<file path="src/rtl/uart_bram_loader.sv">
// rtl/uart_bram_loader.sv - 8N1 UART receiver packing bytes into 32-bit BRAM writes (optional LOADER_CHECKSUM_EN)
module uart_bram_loader #(
    parameter int BOARD_CK   = 32000000,
    parameter int BAUD       = 115200,
    parameter int ADDR_WIDTH = 13
) (
    input  logic                  clk,
    input  logic                  reset_n,
    input  logic                  rx,
    input  logic                  clr,
    output logic                  we,
    output logic [ADDR_WIDTH-1:0] addr,
    output logic [31:0]           din,
    output logic                  byte_valid,
    output logic [7:0]            rx_byte,
    output logic                  frame_err,
    output logic                  wrapped,
    output logic                  busy
`ifdef LOADER_CHECKSUM_EN
    ,
    output logic [31:0]           checksum
`endif
);

    localparam int CLKS_PER_BIT = BOARD_CK / BAUD;
    localparam int HALF_BIT     = CLKS_PER_BIT / 2;
    localparam int CW           = $clog2(CLKS_PER_BIT + 1);
    localparam logic [CW-1:0] CNT_HALF = CW'(HALF_BIT - 1);
    localparam logic [CW-1:0] CNT_FULL = CW'(CLKS_PER_BIT - 1);

    typedef enum logic [2:0] {
        IDLE    = 3'd0,
        START   = 3'd1,
        DATA    = 3'd2,
        STOP    = 3'd3,
        WAIT_HI = 3'd4
    } state_t;

    state_t        state;
    logic          rx_m;
    logic          rx_s;
    logic [CW-1:0] cnt;
    logic [2:0]    bit_idx;
    logic [7:0]    shift;
    logic [1:0]    lane;
    logic          word_done;

    // Two-flop synchronizer for the asynchronous serial input; idles high.
    always_ff @(posedge clk or negedge reset_n) begin
        if (!reset_n) begin
            rx_m <= 1'b1;
            rx_s <= 1'b1;
        end else begin
            rx_m <= rx;
            rx_s <= rx_m;
        end
    end

    // Receive FSM, byte packing into din and the BRAM write/address sequencing.
    always_ff @(posedge clk or negedge reset_n) begin
        if (!reset_n) begin
            state      <= IDLE;
            cnt        <= '0;
            bit_idx    <= '0;
            shift      <= '0;
            lane       <= '0;
            word_done  <= 1'b0;
            we         <= 1'b0;
            addr       <= '0;
            din        <= '0;
            byte_valid <= 1'b0;
            rx_byte    <= '0;
            frame_err  <= 1'b0;
            wrapped    <= 1'b0;
        end else begin
            byte_valid <= 1'b0;
            word_done  <= 1'b0;
            // A clear while a completed word is pending drops that word too.
            we         <= word_done & ~clr;

            // The cycle after the write pulse advances to the next word slot.
            if (we) begin
                addr <= addr + 1'b1;
                lane <= '0;
                if (addr == '1) begin
                    wrapped <= 1'b1;
                end
            end

            case (state)
                IDLE: begin
                    cnt     <= '0;
                    bit_idx <= '0;
                    if (!rx_s) begin
                        state <= START;
                    end
                end
                START: begin
                    if (cnt == CNT_HALF) begin
                        cnt   <= '0;
                        state <= rx_s ? IDLE : DATA;
                    end else begin
                        cnt <= cnt + 1'b1;
                    end
                end
                DATA: begin
                    if (cnt == CNT_FULL) begin
                        cnt     <= '0;
                        shift   <= {rx_s, shift[7:1]};
                        bit_idx <= bit_idx + 1'b1;
                        if (bit_idx == 3'd7) begin
                            state <= STOP;
                        end
                    end else begin
                        cnt <= cnt + 1'b1;
                    end
                end
                STOP: begin
                    if (cnt == CNT_FULL) begin
                        cnt <= '0;
                        if (rx_s) begin
                            state <= IDLE;
                            if (!clr) begin
                                byte_valid               <= 1'b1;
                                rx_byte                  <= shift;
                                din[{lane, 3'b000} +: 8] <= shift;
                                // Lane stays at 3 until the write retires, then resets.
                                if (lane == 2'd3) begin
                                    word_done <= 1'b1;
                                end else begin
                                    lane <= lane + 1'b1;
                                end
                            end
                        end else begin
                            frame_err <= 1'b1;
                            lane      <= '0;
                            state     <= WAIT_HI;
                        end
                    end else begin
                        cnt <= cnt + 1'b1;
                    end
                end
                WAIT_HI: begin
                    if (rx_s) begin
                        state <= IDLE;
                    end
                end
                default: begin
                    state <= IDLE;
                end
            endcase

            // Clear wins over everything above, but leaves the receiver running.
            if (clr) begin
                lane      <= '0;
                addr      <= '0;
                frame_err <= 1'b0;
                wrapped   <= 1'b0;
            end
        end
    end

`ifdef LOADER_CHECKSUM_EN
    // Running XOR of every word written, so the host can confirm the image.
    always_ff @(posedge clk or negedge reset_n) begin
        if (!reset_n) begin
            checksum <= '0;
        end else if (clr) begin
            checksum <= '0;
        end else if (we) begin
            checksum <= checksum ^ din;
        end
    end
`endif

    assign busy = (state != IDLE) || (lane != 2'd0) || word_done || we;

endmodule
</file>
<file path="config.mk">
export PLATFORM = sky130hd
export DESIGN_NAME = uart_bram_loader
export DESIGN_NICKNAME = d
export VERILOG_FILES = /design/src/rtl/uart_bram_loader.sv
export SDC_FILE = /design/constraint.sdc
export NUM_CORES = 1
export LEC_CHECK = 0
export BUFFER_PORTS_ARGS = -buffer_cell sky130_fd_sc_hd__buf_2
export CORE_MARGIN = 3
export CORE_UTILIZATION = 25
export CTS_CLUSTER_DIAMETER = 40
export DETAILED_ROUTE_END_ITERATION = 6
export PLACE_DENSITY_LB_ADDON = 0.08
export SLEW_MARGIN = 20
export SYNTH_ARGS = -nofsm -noshare
export SYNTH_HDL_FRONTEND = slang
export SYNTH_SLANG_ARGS = --single-unit
</file>
<file path="constraint.sdc">
create_clock -name clk -period 1.92 [get_ports clk]
set_clock_uncertainty 0.15 [all_clocks]
set_input_delay 0.096 -clock clk [delete_from_list [all_inputs] [get_ports clk]]
set_output_delay 0.096 -clock clk [all_outputs]
set_load 0.02 [all_outputs]
</file>
==> metrics.md <==
| Metric | Value |
|---|---|
| Max-cap check violation count | 0 |
| Hold Path Depth | 3 |
| Gpl congestion | approximately 0.74 |
| # rows | 45 |
| DR WL/cell | 15.4 µm |
| Clock root cell | clkbuf_16 |
| Worst-Margin Slew | roughly 530 ps |
| Layout cell share with drive strength beyond 1 | 43.5% |
| Crit-path cells | inv_2 -> buf_6 -> ha_4 -> nor4b_4 -> a2111oi_4 -> buf_4 -> or4_4 -> a21oi_2 |
| Die area | 17700 µm² |
| PwrDens | about 670 nW/µm² |
| Adder-Cell Fraction of Synth Area | about 3.4% |
| Worst IR Drop VDD | 0.511 mV |
| Vias per inst | 4.58 |
| #FFs+latches synth | between 80 and 90 |
| Initial antenna violation count | 0 |
| Post-Synth Simple-Gate Area | between 20% and 30% |
| Warning count from the yosys run | 0 |
| Die W | between 100 and 150 µm |
| Routed Antenna Nets | 0 |
| Pins Over Slew Limit | 0 |
| Total CTS buffers | 9 |
| Mux contribution to synthesized area | under 10% |
| Die height | between 100 and 150 µm |
| DRT Pass-1 Iters | 4 |
| Syn_nets | ~370 |
| Antenna Cells | 0 |
| Reg2reg setup slack | -80 ps |
| Iteration-0 DRC Markers | ~140 |
| Cell Area, Placed | ~4900 µm² |
| Setup violators final | 28 |
| R2R depth | 8 |
| Final min period | between 1500 and 2000 ps |
| Pre-CTS setup slack | -184 ps |
| Design Area, Final | 5630 µm² |
| Starting density of the core | about a quarter |
| Critical path data required time | slightly above 2000 ps |
| Synth Area in Compound Gates | about 14% |
| I/O pin cnt | 62 |
| Async S/R FF share, synth | 100% |
| Syn-to-layout area delta | 39.7% |
| Final Hold Viols | 0 |
| Leakage power | between 2 and 3 nW |
| Ys flop type | dfrtp_1 |
| CTS Sinks | 85 |
| Status | finished, violations left |
| Sequential area share after synthesis | between 50% and 60% |
| Violated checks | setup timing |
| Critical path peak fanout | 4 |
| Largest net degree at the start of global routing | 38 |
| DRT Wirelength | roughly 11 mm |
| DRC Markers | 0 |
| Post-synthesis cell type count | 52 |
| CTS tree | done |
| First-pass GRT wire length | around 18 mm |
| Synth Area per Inst | ~11 µm² |
| CP Class | register to register |
| Core area | around 15000 µm² |
| Final worst setup slack | -77.0 ps |
| CP endpoint kind | register |
| Hold Crit Start | clr |
| Clock Pin Slew Worst Setup and Hold Paths | about 60 ps |
| Mapped Cells | between 300 and 400 |
| Startpoint Class | register |
| Cell taking the most area after synthesis | dfrtp_1 |
| XOR/XNOR share of the synthesized area | under 10% |
| Worst setup path startpoint | cnt[1]$_DFFE_PN0P_ |
| Cell Area, Synth | 4030 µm² |
| Grt total ovfl | 0 |
| Via count | 3137 |
| Total track usage | 12.6% |
| Largest family of logic cells by synthesized area | simple AND/OR/NAND/NOR gates |
| Arrival @ worst endpoint | 2120 ps |
| Fin nets | 484 |
| DP Wirelength | between 7 and 8 mm |
| Latest clock arrival within the worst-skew pair | between 300 and 400 ps |
| Slowest CP cell | or4_4 |
| Number of port buffers | 61 |
| Yosys top cell area share | about half |
| CTS Buffer Depth | 2 |
| Final period utilization | 104% |
| Critical Path Max Stage Delay | between 400 and 500 ps |
| H-tree depth | 3 |
| RSZ-0062 raised after global routing | true |
| Fmax | roughly 500 MHz |
| Worst r2r src | cnt[1]$_DFFE_PN0P_ |
| EDFF count, synth | 0 |
| Hold Crit Class | primary input to register |
| Vias in the first global route | ~3200 |
| Slew Limit Headroom | 64.6% |
| Synth top area cells | dfrtp_1 (52%), a21bo_2 (7.0%), nand4_1 (5.9%) |
-- power breakdown --
part	internal, mW	total, mW	switching (mW)
sequential	1.79	1.80	0.00103
clock	1.18	1.89	0.710
combinational	0.0181	0.0687	0.0506
total	2.99	3.75	0.761
-- logic make-up after synthesis --
group | after synthesis
flops | 85
fa+ha+maj | 11
compound gates | 65
mux | 11
simple gates | 144
buf+inv | 25
xor+xnor | 15
-- path summary, 6_finish.rpt --
check	to
setup reg to reg	state[1]$_DFFE_PN0P_
setup / recovery	state[1]$_DFFE_PN0P_
min in group asynchronous	addr[4]$_DFFE_PN0P_
max in group asynchronous	din[21]$_DFFE_PN0P_
hold reg to reg	rx_s$_DFF_PN1_
hold / removal	lane[0]$_DFF_PN0_
-- critical path: cells and delay by family, from the launching register on --
kind,cells,cell delay [ps]
AO/OA/AOI/OAI,2,280
adder cells (fa/ha/maj),1,110
buffers and inverters,3,340
AND/OR/NAND/NOR,2,670
flip-flops,1,390
-- area by class of cell --
class / instances / area [µm²]
clock buffers: 13 / 250
clock inverters: 3 / 68.8
fillers: 1575 / 9850
inverters: 7 / 26.3
multi-input cells: 246 / 1980
flip-flops and latches: 85 / 2130
well taps: 211 / 264
repair buffers: 120 / 911
-- sequential cells by signal (all words and copies together), names as in the netlist --
name and flops:
rx_m 1, wrapped 1, cnt 9, frame_err 1
we 1, rx_s 1, byte_valid 1, lane 2
din 32, word_done 1, rx_byte 8, state 3
addr 13, shift 8, bit_idx 3
-- cells in the mapped netlist, types with 2 or more instances --
master     n
buf_4      4
nor4b_1    2
a21bo_2   28
nand4_1   38
buf_2      2
ha_1      11
or4_1      2
nor2b_1    4
and4_1     5
dfstp_2    2
o21ai_0    4
xnor2_1    7
clkbuf_1  12
o22ai_1    3
and3b_1    2
a21bo_1    4
inv_1      7
nor2_1    20
and2_1     2
o21a_1     5
a22o_1     6
a21oi_1    6
and3_1     3
nor3_1     3
mux2_2    10
a211oi_1   2
nand2_1   41
nand3_1    5
nand4b_1   2
nor3b_1    3
xor2_1     8
dfrtp_1   83
-- layer usage --
layer  track usage [%]  share of wire [%]
met1              17.6                 50
met5                 0                  0
met4              2.94               0.93
met2              19.0                 44
met3              4.11                4.3
-- timing repair --
action / in CTS / in global routing
endpoints found under the hold margin: 36 / 0
pin swaps: 8 / 26
hold buffers: 2 / 0
resized for setup: 28 / 30
setup buffers: 6 / 6
endpoints found under the setup margin: 59 / 62
gates cloned: 1 / 2
-- placed cells by master, fill, tap and decap left out, types with 3 or more instances in the layout --
cell type | synthesis | layout
nand2_4 | 0 | 4
and4_1 | 5 | 4
buf_6 | 0 | 8
inv_2 | 0 | 3
nor2b_1 | 4 | 4
nor2_1 | 20 | 20
clkbuf_16 | 0 | 11
dfrtp_1 | 83 | 83
a21oi_1 | 6 | 5
xor2_1 | 8 | 8
nor4b_4 | 1 | 3
buf_2 | 2 | 60
nor3_1 | 3 | 3
inv_1 | 7 | 4
nand3_1 | 5 | 4
o21a_1 | 5 | 5
nand2_1 | 41 | 33
nand4_1 | 38 | 38
a21bo_2 | 28 | 28
ha_1 | 11 | 8
a21bo_1 | 4 | 4
a22o_1 | 6 | 6
nor3b_1 | 3 | 3
nand2_2 | 1 | 4
and3_1 | 3 | 3
clkbuf_1 | 12 | 3
xnor2_1 | 7 | 7
buf_4 | 4 | 41
buf_12 | 0 | 5
mux2_4 | 0 | 8
-- stage by stage --
| stage | std cells | util (%) | TNS (ps) | hold slack [ps] | power (mW) |
|---|---|---|---|---|---|
| finish | 685 | 36.4 | -957 | 69.5 | 3.75 |
| global route | 685 | 36.4 | -6110 | 106 | 3.92 |
| CTS | 677 | 35.0 | -2800 | 79.4 | 3.83 |
| detailed placement | 652 | 31.6 | -7890 | -32.6 | 1.90 |
| global placement | 652 | 31.6 | -5520 | -28.4 | 1.90 |
| floorplan | 356 | - | -299 | -350 | 1.84 |
Power figures use the tool's default switching activity.
